===== src/rtl/mux_pkg.sv =====
`default_nettype none
// ============================================================================
//  Module      : mux_pkg
//  Description : Shared constants, FSM state type and a one-hot helper for
//                the 4:1 mux round-robin select controller.
//  Revision    : 1.0 - initial release
// ============================================================================
package mux_pkg;

    localparam int NUM_CH = 4;
    localparam int SEL_W  = 2;

    typedef enum logic [1:0] {
        IDLE   = 2'd0,
        SETTLE = 2'd1,
        OUTPUT = 2'd2
    } state_t;

    function automatic logic [NUM_CH-1:0] ch_onehot(input logic [SEL_W-1:0] ch);
        return NUM_CH'(1) << ch;
    endfunction

endpackage
`default_nettype wire


===== src/rtl/mux4_rr_sel_ctrl_if.sv =====
`default_nettype none
// ============================================================================
//  Module      : mux4_rr_sel_ctrl_if
//  Description : Request/ack, mux select/sample and downstream valid/ready
//                bundle of the round-robin select controller.
//  Revision    : 1.0 - initial release
// ============================================================================
interface mux4_rr_sel_ctrl_if;
    import mux_pkg::*;

    logic [NUM_CH-1:0] req;
    logic              mux_out;
    logic              out_ready;
    logic [SEL_W-1:0]  sel;
    logic              out_valid;
    logic              out_data;
    logic [SEL_W-1:0]  out_ch;
    logic [NUM_CH-1:0] ack;
    logic              busy;

    modport master (
        input  req, mux_out, out_ready,
        output sel, out_valid, out_data, out_ch, ack, busy
    );

    modport slave (
        output req, mux_out, out_ready,
        input  sel, out_valid, out_data, out_ch, ack, busy
    );

endinterface
`default_nettype wire


===== src/rtl/rr_pick4.sv =====
`default_nettype none
// ============================================================================
//  Module      : rr_pick4
//  Description : Combinational round-robin picker: first set req bit at or
//                above ptr, scanning upward modulo 4.
//  Revision    : 1.0 - initial release
// ============================================================================
module rr_pick4
    import mux_pkg::*;
(
    input  wire logic [NUM_CH-1:0] req,
    input  wire logic [SEL_W-1:0]  ptr,
    output logic      [SEL_W-1:0]  grant,
    output logic                   any
);

    logic [2*NUM_CH-1:0] w_dbl;
    logic [NUM_CH-1:0]   w_rot;
    logic [SEL_W-1:0]    w_idx;

    // Bit j of w_rot is req[(ptr + j) mod 4], so index 0 is the favoured channel.
    assign w_dbl = {req, req};
    assign w_rot = w_dbl[ptr +: NUM_CH];

    always_comb begin
        w_idx = '0;
        for (int i = NUM_CH - 1; i >= 0; i--) begin
            if (w_rot[i]) begin
                w_idx = SEL_W'(i);
            end
        end
    end

    assign grant = w_idx + ptr;
    assign any   = |req;

endmodule
`default_nettype wire


===== src/rtl/mux4_rr_sel_ctrl.sv =====
`default_nettype none
// ============================================================================
//  Module      : mux4_rr_sel_ctrl
//  Description : Round-robin select controller for an external 4:1 mux; holds
//                sel for a settle window, samples mux_out, hands it downstream.
//  Revision    : 1.0 - initial release
// ============================================================================
module mux4_rr_sel_ctrl
    import mux_pkg::*;
#(
    parameter int HOLD_CYCLES = 1
) (
    input  wire logic           clk,
    input  wire logic           rst_n,
    mux4_rr_sel_ctrl_if.master  bus
);

    localparam int                   C_CNT_W    = $clog2(HOLD_CYCLES + 1);
    localparam logic [C_CNT_W-1:0]   C_CNT_LAST = C_CNT_W'(HOLD_CYCLES - 1);

    state_t              r_state;
    logic [SEL_W-1:0]    r_sel;
    logic [SEL_W-1:0]    r_ptr;
    logic [SEL_W-1:0]    r_out_ch;
    logic                r_out_valid;
    logic                r_out_data;
    logic                r_busy;
    logic [NUM_CH-1:0]   r_ack;
    logic [C_CNT_W-1:0]  r_cnt;

    logic [SEL_W-1:0]    w_grant;
    logic                w_any;

    rr_pick4 u_pick (
        .req   (bus.req),
        .ptr   (r_ptr),
        .grant (w_grant),
        .any   (w_any)
    );

    always_ff @(posedge clk or negedge rst_n) begin
        if (!rst_n) begin
            r_state     <= IDLE;
            r_sel       <= '0;
            r_ptr       <= '0;
            r_out_ch    <= '0;
            r_out_valid <= 1'b0;
            r_out_data  <= 1'b0;
            r_busy      <= 1'b0;
            r_ack       <= '0;
            r_cnt       <= '0;
        end else begin
            r_ack <= '0;
            case (r_state)
                IDLE: begin
                    // sel only ever moves here, keeping the mux glitch-free.
                    if (w_any) begin
                        r_sel   <= w_grant;
                        r_cnt   <= '0;
                        r_busy  <= 1'b1;
                        r_state <= SETTLE;
                    end
                end
                SETTLE: begin
                    r_cnt <= r_cnt + 1'b1;
                    if (r_cnt == C_CNT_LAST) begin
                        r_out_data  <= bus.mux_out;
                        r_out_ch    <= r_sel;
                        r_out_valid <= 1'b1;
                        r_ack       <= ch_onehot(r_sel);
                        r_ptr       <= r_sel + 1'b1;
                        r_state     <= OUTPUT;
                    end
                end
                OUTPUT: begin
                    if (r_out_valid && bus.out_ready) begin
                        r_out_valid <= 1'b0;
                        r_busy      <= 1'b0;
                        r_state     <= IDLE;
                    end
                end
                default: begin
                    r_state <= IDLE;
                end
            endcase
        end
    end

    assign bus.sel       = r_sel;
    assign bus.out_valid = r_out_valid;
    assign bus.out_data  = r_out_data;
    assign bus.out_ch    = r_out_ch;
    assign bus.ack       = r_ack;
    assign bus.busy      = r_busy;

endmodule
`default_nettype wire

===== src/flat_wrapper.sv =====
// flat-port wrapper written by rule: the top's interface ports become plain ports
module mux4_rr_sel_ctrl_flat import mux_pkg::*;
#(
    parameter int HOLD_CYCLES = 1
)
  (clk, rst_n, bus_req, bus_mux_out, bus_out_ready, bus_sel, bus_out_valid, bus_out_data, bus_out_ch, bus_ack, bus_busy);
  mux4_rr_sel_ctrl_if bus_i ();
  input  wire logic clk;
  input  wire logic rst_n;
  input wire logic [$bits(bus_i.req)-1:0] bus_req;
  input wire logic [$bits(bus_i.mux_out)-1:0] bus_mux_out;
  input wire logic [$bits(bus_i.out_ready)-1:0] bus_out_ready;
  output wire logic [$bits(bus_i.sel)-1:0] bus_sel;
  output wire logic [$bits(bus_i.out_valid)-1:0] bus_out_valid;
  output wire logic [$bits(bus_i.out_data)-1:0] bus_out_data;
  output wire logic [$bits(bus_i.out_ch)-1:0] bus_out_ch;
  output wire logic [$bits(bus_i.ack)-1:0] bus_ack;
  output wire logic [$bits(bus_i.busy)-1:0] bus_busy;
  assign bus_i.req = bus_req;
  assign bus_i.mux_out = bus_mux_out;
  assign bus_i.out_ready = bus_out_ready;
  assign bus_sel = bus_i.sel;
  assign bus_out_valid = bus_i.out_valid;
  assign bus_out_data = bus_i.out_data;
  assign bus_out_ch = bus_i.out_ch;
  assign bus_ack = bus_i.ack;
  assign bus_busy = bus_i.busy;
  mux4_rr_sel_ctrl #(.HOLD_CYCLES(HOLD_CYCLES)) u_core (.clk(clk), .rst_n(rst_n), .bus(bus_i));
endmodule

===== config.mk =====
export PLATFORM = sky130hd
export DESIGN_NAME = mux4_rr_sel_ctrl_flat
export DESIGN_NICKNAME = d
export VERILOG_FILES = /design/src/rtl/mux_pkg.sv /design/src/rtl/mux4_rr_sel_ctrl_if.sv /design/src/rtl/rr_pick4.sv /design/src/rtl/mux4_rr_sel_ctrl.sv /design/src/flat_wrapper.sv
export SDC_FILE = /design/constraint.sdc
export NUM_CORES = 1
export LEC_CHECK = 0
export CAP_MARGIN = 20
export CORE_ASPECT_RATIO = 1.2
export CORE_MARGIN = 5
export CORE_UTILIZATION = 48
export DETAILED_ROUTE_END_ITERATION = 10
export PLACE_DENSITY_LB_ADDON = 0.2
export SLEW_MARGIN = 20
export SYNTH_ARGS = -nofsm -noshare
export SYNTH_HDL_FRONTEND = slang
export SYNTH_SLANG_ARGS = --single-unit

===== constraint.sdc =====
create_clock -name clk -period 2 [get_ports clk]
set_input_delay 0.2 -clock clk [delete_from_list [all_inputs] [get_ports clk]]
set_output_delay 0.2 -clock clk [all_outputs]
set_load 0.1 [all_outputs]

==> flow_metrics.env, run 1 <==
export IMPL_setup_worst_path_class="flop to flop"
export IMPL_yosysSeqAreaShare_pct=47.8
export IMPL_grt_pass1_wl_um=2950
export IMPL_syn_area_per_cell_sq_um=9.42
export IMPL_cts_max_level=1
export IMPL_cts_sinks=16
export IMPL_synth_top_family_by_area="simple AND/OR/NAND/NOR gates"
export IMPL_multi_input_area_sq_um=399
export IMPL_cts_setup_buffers=0
export IMPL_wl_um=1700
export IMPL_dr_first_iter_drc_count=10
export IMPL_synth_adder_area_share_pct=7.46
export IMPL_wl_per_cell_um=12.9
export IMPL_setup_violations_final=0
export IMPL_ys_types=28
export IMPL_cts_root_buf="clkbuf_4"
export IMPL_tritoncts="yes"
export IMPL_hold_viol_final=0
export IMPL_cts_hold_buffers=0
export IMPL_synth_xor_area_share_pct=1.04
export IMPL_path_max_fanout=9
export IMPL_grt_max_degree=17
export IMPL_worstMarginPinSlew_ns=0.697
export IMPL_synth_compound_area_share_pct=13.4
export IMPL_yosys_register_bits=16
export IMPL_final_nets=128
export IMPL_outcome="completed"
export IMPL_dieArea_sq_um=2690
export IMPL_die_h_um=55.8
export IMPL_gr_usage_met3_pct=2.91
export IMPL_min_path_type="primary input to async pin"
export IMPL_clkTransAtPathRegs_ns=0.10
export IMPL_grt_overflow_total=0
export IMPL_grt_busiest_layer="met2"
export IMPL_cp_end_kind="flop"
export IMPL_synth_edf_count=0
export IMPL_synth_simple_area_share_pct=24.5
export IMPL_maxSlewViolCount=0
export IMPL_nFillCells=142
export IMPL_crit_path_start_kind="flop"
export IMPL_grt_pass1_vias=700
export IMPL_ys_warn_count=0
export IMPL_cts_buffer_depth=2
export IMPL_met2_usage_pct=23.7
export IMPL_routabilityCongestion=0.733
export IMPL_fin_skew_ns=0.000904
export IMPL_grt_setup_unrepaired="false"
export IMPL_muxShareOfSynthArea_pct=1.19
export IMPL_dp_hpwl_um=1320
export IMPL_setup_tns_ns=0
export IMPL_dr_pass1_iters=4
export IMPL_drive_gt1_share_pct=21.9
export IMPL_tritoncts_num_buffers=3
export IMPL_layout_common_cells="nand2_1 (17), buf_4 (17), dfrtp_1 (16)"
export IMPL_syn_num_nets=102
export IMPL_syn_inst=89
export IMPL_synth_flop_cell="dfrtp_1"
export IMPL_drv_cap=0
export IMPL_fin_area_sq_um=1070
export IMPL_slew_headroom_pct=53.4
export IMPL_num_rows=16
export IMPL_post_dp_cell_area_sq_um=1030
export IMPL_cts_repair_resized=0
export IMPL_vias_per_cell=5.23
export IMPL_via_count=691
export IMPL_register_area_sq_um=400
export IMPL_core_area_sq_um=1640
export IMPL_required_ns=2.22
export IMPL_clk_latency_ns=0.29
export IMPL_syn2layout_area_growth_pct=27.8
export IMPL_clock_fmax_ghz=0.568
export IMPL_async_flop_share_pct=100
export IMPL_arrival_ns=1.98
export IMPL_start_util_pct=51.1
export IMPL_ios=19
export IMPL_drc=0
export IMPL_chipWidth_um=48.2
export IMPL_final_antenna_net_count=0
export IMPL_met1_usage_pct=18.7
export IMPL_antenna_cells=0
export IMPL_final_min_clock_period_ns=1.76
export IMPL_grt_util_all_layers_pct=14.9
export IMPL_post_route_period_util_pct=88.1
export IMPL_synth_area_sq_um=838
export IMPL_antenna_found_initial=0
export IMPL_portBuffers=18
[cell type report]
class	instances	area share (%)
Multi-Input combinational cell	66	37.3
Sequential cell	16	37.4
Inverter	4	1.40
Clock buffer	4	3.39
Tap cell	18	2.10
Timing Repair Buffer	24	18.5
[cell families (layout without fill, tap and decap cells)]
| kind of cell | count (synthesis) | count (layout) |
|---|---|---|
| adder cells (fa/ha/maj) | 5 | 5 |
| flip-flops | 16 | 16 |
| buffers and inverters | 7 | 32 |
| AND/OR/NAND/NOR | 40 | 40 |
| multiplexers | 1 | 1 |
| AO/OA/AOI/OAI | 19 | 19 |
| XOR/XNOR | 1 | 1 |
[per-layer routing]
metal | share of wire (%) | wire length, um
met1 | 45 | 763
met2 | 49 | 833
met3 | 4.2 | 72
met4 | 1.6 | 28
met5 | 0 | 0
[path summary, 6_finish.rpt]
| check | from | endpoint | slack, ns | depth (start not counted) |
|---|---|---|---|---|
| min in group clk | bus_mux_out | u_core.bus.out_data | 0.44 | 3 |
| worst max-delay path | u_core.r_ptr[1] | u_core.bus.sel[1] | 0.24 | 8 |
| worst max register to register | u_core.r_ptr[1] | u_core.bus.sel[1] | 0.24 | 8 |
| worst min-delay path | rst_n | u_core.bus.ack[1] | 0.32 | 1 |
| worst min register to register | u_core.bus.out_data | u_core.bus.out_data | 0.49 | 2 |
| max in group asynchronous | rst_n | u_core.r_state[0] | 1.24 | 1 |
[worst max-delay path: stages, from the launching register on]
cell	delay, ns
dfrtp_1	0.52
nand2_1	0.09
a21oi_1	0.15
o22ai_1	0.09
o21a_1	0.17
ha_1	0.18
xor2_1	0.15
a31o_1	0.19
a31oi_1	0.15
[cell usage after synthesis (2+ instances only)]
cell | instances | area, sq um
nand2_1 | 17 | 63.8
ha_1 | 5 | 62.6
inv_1 | 4 | 15.0
nor2b_1 | 2 | 12.5
nor3b_1 | 2 | 15.0
and3_1 | 4 | 25.0
dfrtp_1 | 16 | 400
a21oi_1 | 5 | 25.0
nor3_1 | 3 | 15.0
nor2_1 | 6 | 22.5
o21ai_0 | 7 | 35.0
and2b_2 | 2 | 17.5
[registers in the layout, indices dropped and copies added (netlist names)]
name	flops
u_core.bus.out_data	1
u_core.bus.sel	2
u_core.bus.out_valid	1
u_core.bus.out_ch	2
u_core.r_state	2
u_core.bus.ack	4
u_core.r_ptr	2
u_core.r_cnt	1
u_core.bus.busy	1
[metrics by stage]
stage	cells	setup slack (ns)	hold slack, ns	utilization (%)
finish	132	0.238	0.324	65.2
global route	132	0.118	0.389	65.2
CTS	132	0.249	0.347	65.2
detailed placement	128	-0.0482	0.467	63.0
global placement	128	0.00294	0.458	63.0
floorplan	89	0.322	-0.0956	-
Power of run 1 is not shown: default switching activity piles up to over one toggle a cycle in this logic, so the estimate is an artifact.
==> run 2, diff against run 1 <==
--- a/config.mk
+++ b/config.mk
@@ -5,11 +5,11 @@
 export SDC_FILE = /design/constraint.sdc
 export NUM_CORES = 1
 export LEC_CHECK = 0
-export CAP_MARGIN = 20
-export CORE_ASPECT_RATIO = 1.2
+export CAP_MARGIN = 10
 export CORE_MARGIN = 5
 export CORE_UTILIZATION = 48
 export DETAILED_ROUTE_END_ITERATION = 10
+export HOLD_SLACK_MARGIN = 0.1
 export PLACE_DENSITY_LB_ADDON = 0.2
 export SLEW_MARGIN = 20
 export SYNTH_ARGS = -nofsm -noshare
==> flow_metrics.env, run 2 (same netlist as run 1, synthesis figures left out) <==
export IMPL_outcome="completed"
export IMPL_dp_hpwl_um=1300
export IMPL_ff2ff_path_depth=8
export IMPL_tritoncts_num_buffers=3
export IMPL_grt_setup_unrepaired="false"
export IMPL_portBuffers=18
export IMPL_clk_latency_ns=0.28
export IMPL_setup_violations_final=0
export IMPL_hold_viol_final=0
export IMPL_cts_root_buf="clkbuf_4"
export IMPL_vias_per_cell=5.29
export IMPL_drive_gt1_share_pct=20.5
export IMPL_clock_fmax_ghz=0.563
export IMPL_cts_setup_buffers=0
export IMPL_rrSetupSlack_ns=0.22
export IMPL_final_nets=127
export IMPL_met2_usage_pct=23.9
export IMPL_met1_usage_pct=19.5
export IMPL_layout_common_cells="nand2_1 (17), buf_4 (16), dfrtp_1 (16)"
export IMPL_cp_end_kind="flop"
export IMPL_cts_repair_resized=0
export IMPL_grt_pass1_vias=660
export IMPL_r2r_start="u_core.r_ptr[1]"
export IMPL_cts_buffer_depth=2
export IMPL_cts_max_level=1
export IMPL_slew_headroom_pct=52.9
export IMPL_routabilityCongestion=0.870
export IMPL_ios=19
export IMPL_setup_worst_path_class="flop to flop"
export IMPL_grt_util_all_layers_pct=15.2
export IMPL_drc=0
export IMPL_wl_per_cell_um=13.1
export IMPL_worstMarginPinSlew_ns=0.704
export IMPL_grt_overflow_total=0
export IMPL_arrival_ns=1.98
export IMPL_tritoncts="yes"
export IMPL_placedCellCount=126
export IMPL_syn2layout_area_growth_pct=25.1
export IMPL_dieArea_sq_um=2680
export IMPL_crit_end="u_core.bus.sel[1]"
export IMPL_multi_input_area_sq_um=399
export IMPL_grt_busiest_layer="met2"
export IMPL_fin_skew_ns=0.00405
export IMPL_cts_sinks=16
export IMPL_num_rows=15
export IMPL_maxSlewViolCount=0
export IMPL_grt_pass1_wl_um=3040
export IMPL_r2r_end="u_core.bus.sel[1]"
export IMPL_path_max_fanout=9
export IMPL_final_antenna_net_count=0
export IMPL_final_min_clock_period_ns=1.78
export IMPL_wl_um=1700
export IMPL_clkTransAtPathRegs_ns=0.08
export IMPL_finalNonFillerCells=129
export IMPL_min_path_type="primary input to async pin"
export IMPL_gr_usage_met3_pct=5.73
export IMPL_core_area_sq_um=1690
export IMPL_chipWidth_um=51.8
export IMPL_antenna_cells=0
export IMPL_post_route_period_util_pct=88.8
export IMPL_mostFrequentLayoutCell="nand2_1"
export IMPL_drv_cap=0
export IMPL_register_area_sq_um=400
export IMPL_cts_hold_buffers=0
export IMPL_antenna_found_initial=0
export IMPL_largest_reg_flops=4
export IMPL_nFillCells=156
export IMPL_grt_max_degree=17
export IMPL_dr_pass1_iters=4
export IMPL_required_ns=2.20
export IMPL_die_h_um=51.8
export IMPL_worstSetupStartpoint="u_core.r_ptr[1]"
export IMPL_start_util_pct=49.6
export IMPL_via_count=682
export IMPL_dr_first_iter_drc_count=4
export IMPL_crit_path_start_kind="flop"
run 2: cell type report:
| class | instances | area share, % |
|---|---|---|
| Sequential cell | 16 | 38.2 |
| Multi-Input combinational cell | 66 | 38.1 |
| Inverter | 4 | 1.43 |
| Tap cell | 17 | 2.03 |
| Clock buffer | 3 | 2.15 |
| Timing Repair Buffer | 23 | 18.1 |
run 2: critical path, stage by stage, from the launching register on:
cell and delay (ns):
dfrtp_1 0.51, nand2_1 0.11, a21oi_1 0.15, o22ai_1 0.09, o21a_1 0.17, ha_1 0.18
xor2_1 0.15, a31o_1 0.19, a31oi_1 0.15
run 2: worst min path at each step:
stage,startpoint,end,slack (ns)
finish,rst_n,u_core.bus.sel[0],0.34
floorplan,rst_n,u_core.bus.ack[0],-0.1
global route,rst_n,u_core.bus.out_valid,0.38
CTS,rst_n,u_core.bus.out_valid,0.36
global placement,u_core.bus.out_ch[1],u_core.bus.out_ch[1],0.46
detailed placement,u_core.bus.out_ch[1],u_core.bus.out_ch[1],0.47
run 2: layer usage:
metal  vias to the layer above  share of wire, %
met1                       314                47
met2                        14                47
met4                         0                 0
li1                        354                 -
met3                         0               6.3
met5                         -                 0
run 2: per-stage QoR:
stage	TNS [ns]	hold WS [ns]	instance area (sq um)	utilization (%)	setup WS, ns
after floorplan	0	-0.0956	838	-	0.322
after global placement	0	0.464	1030	60.7	0.00768
after detailed placement	-0.0533	0.472	1030	60.7	-0.0533
after CTS	0	0.357	1050	62.1	0.229
after global routing	0	0.381	1050	62.1	0.0444
final	0	0.340	1050	62.1	0.225
Power of run 2 is left out for the same reason.
==> run 3, diff against run 2 <==
--- a/config.mk
+++ b/config.mk
@@ -11,6 +11,7 @@
 export DETAILED_ROUTE_END_ITERATION = 10
 export HOLD_SLACK_MARGIN = 0.1
 export PLACE_DENSITY_LB_ADDON = 0.2
+export SETUP_SLACK_MARGIN = 0.02
 export SLEW_MARGIN = 20
 export SYNTH_ARGS = -nofsm -noshare
 export SYNTH_HDL_FRONTEND = slang
==> results of run 3 <==
The final DEF is identical to that of run 2; final timing and power are the same.
Power of run 3 is left out for the same reason.
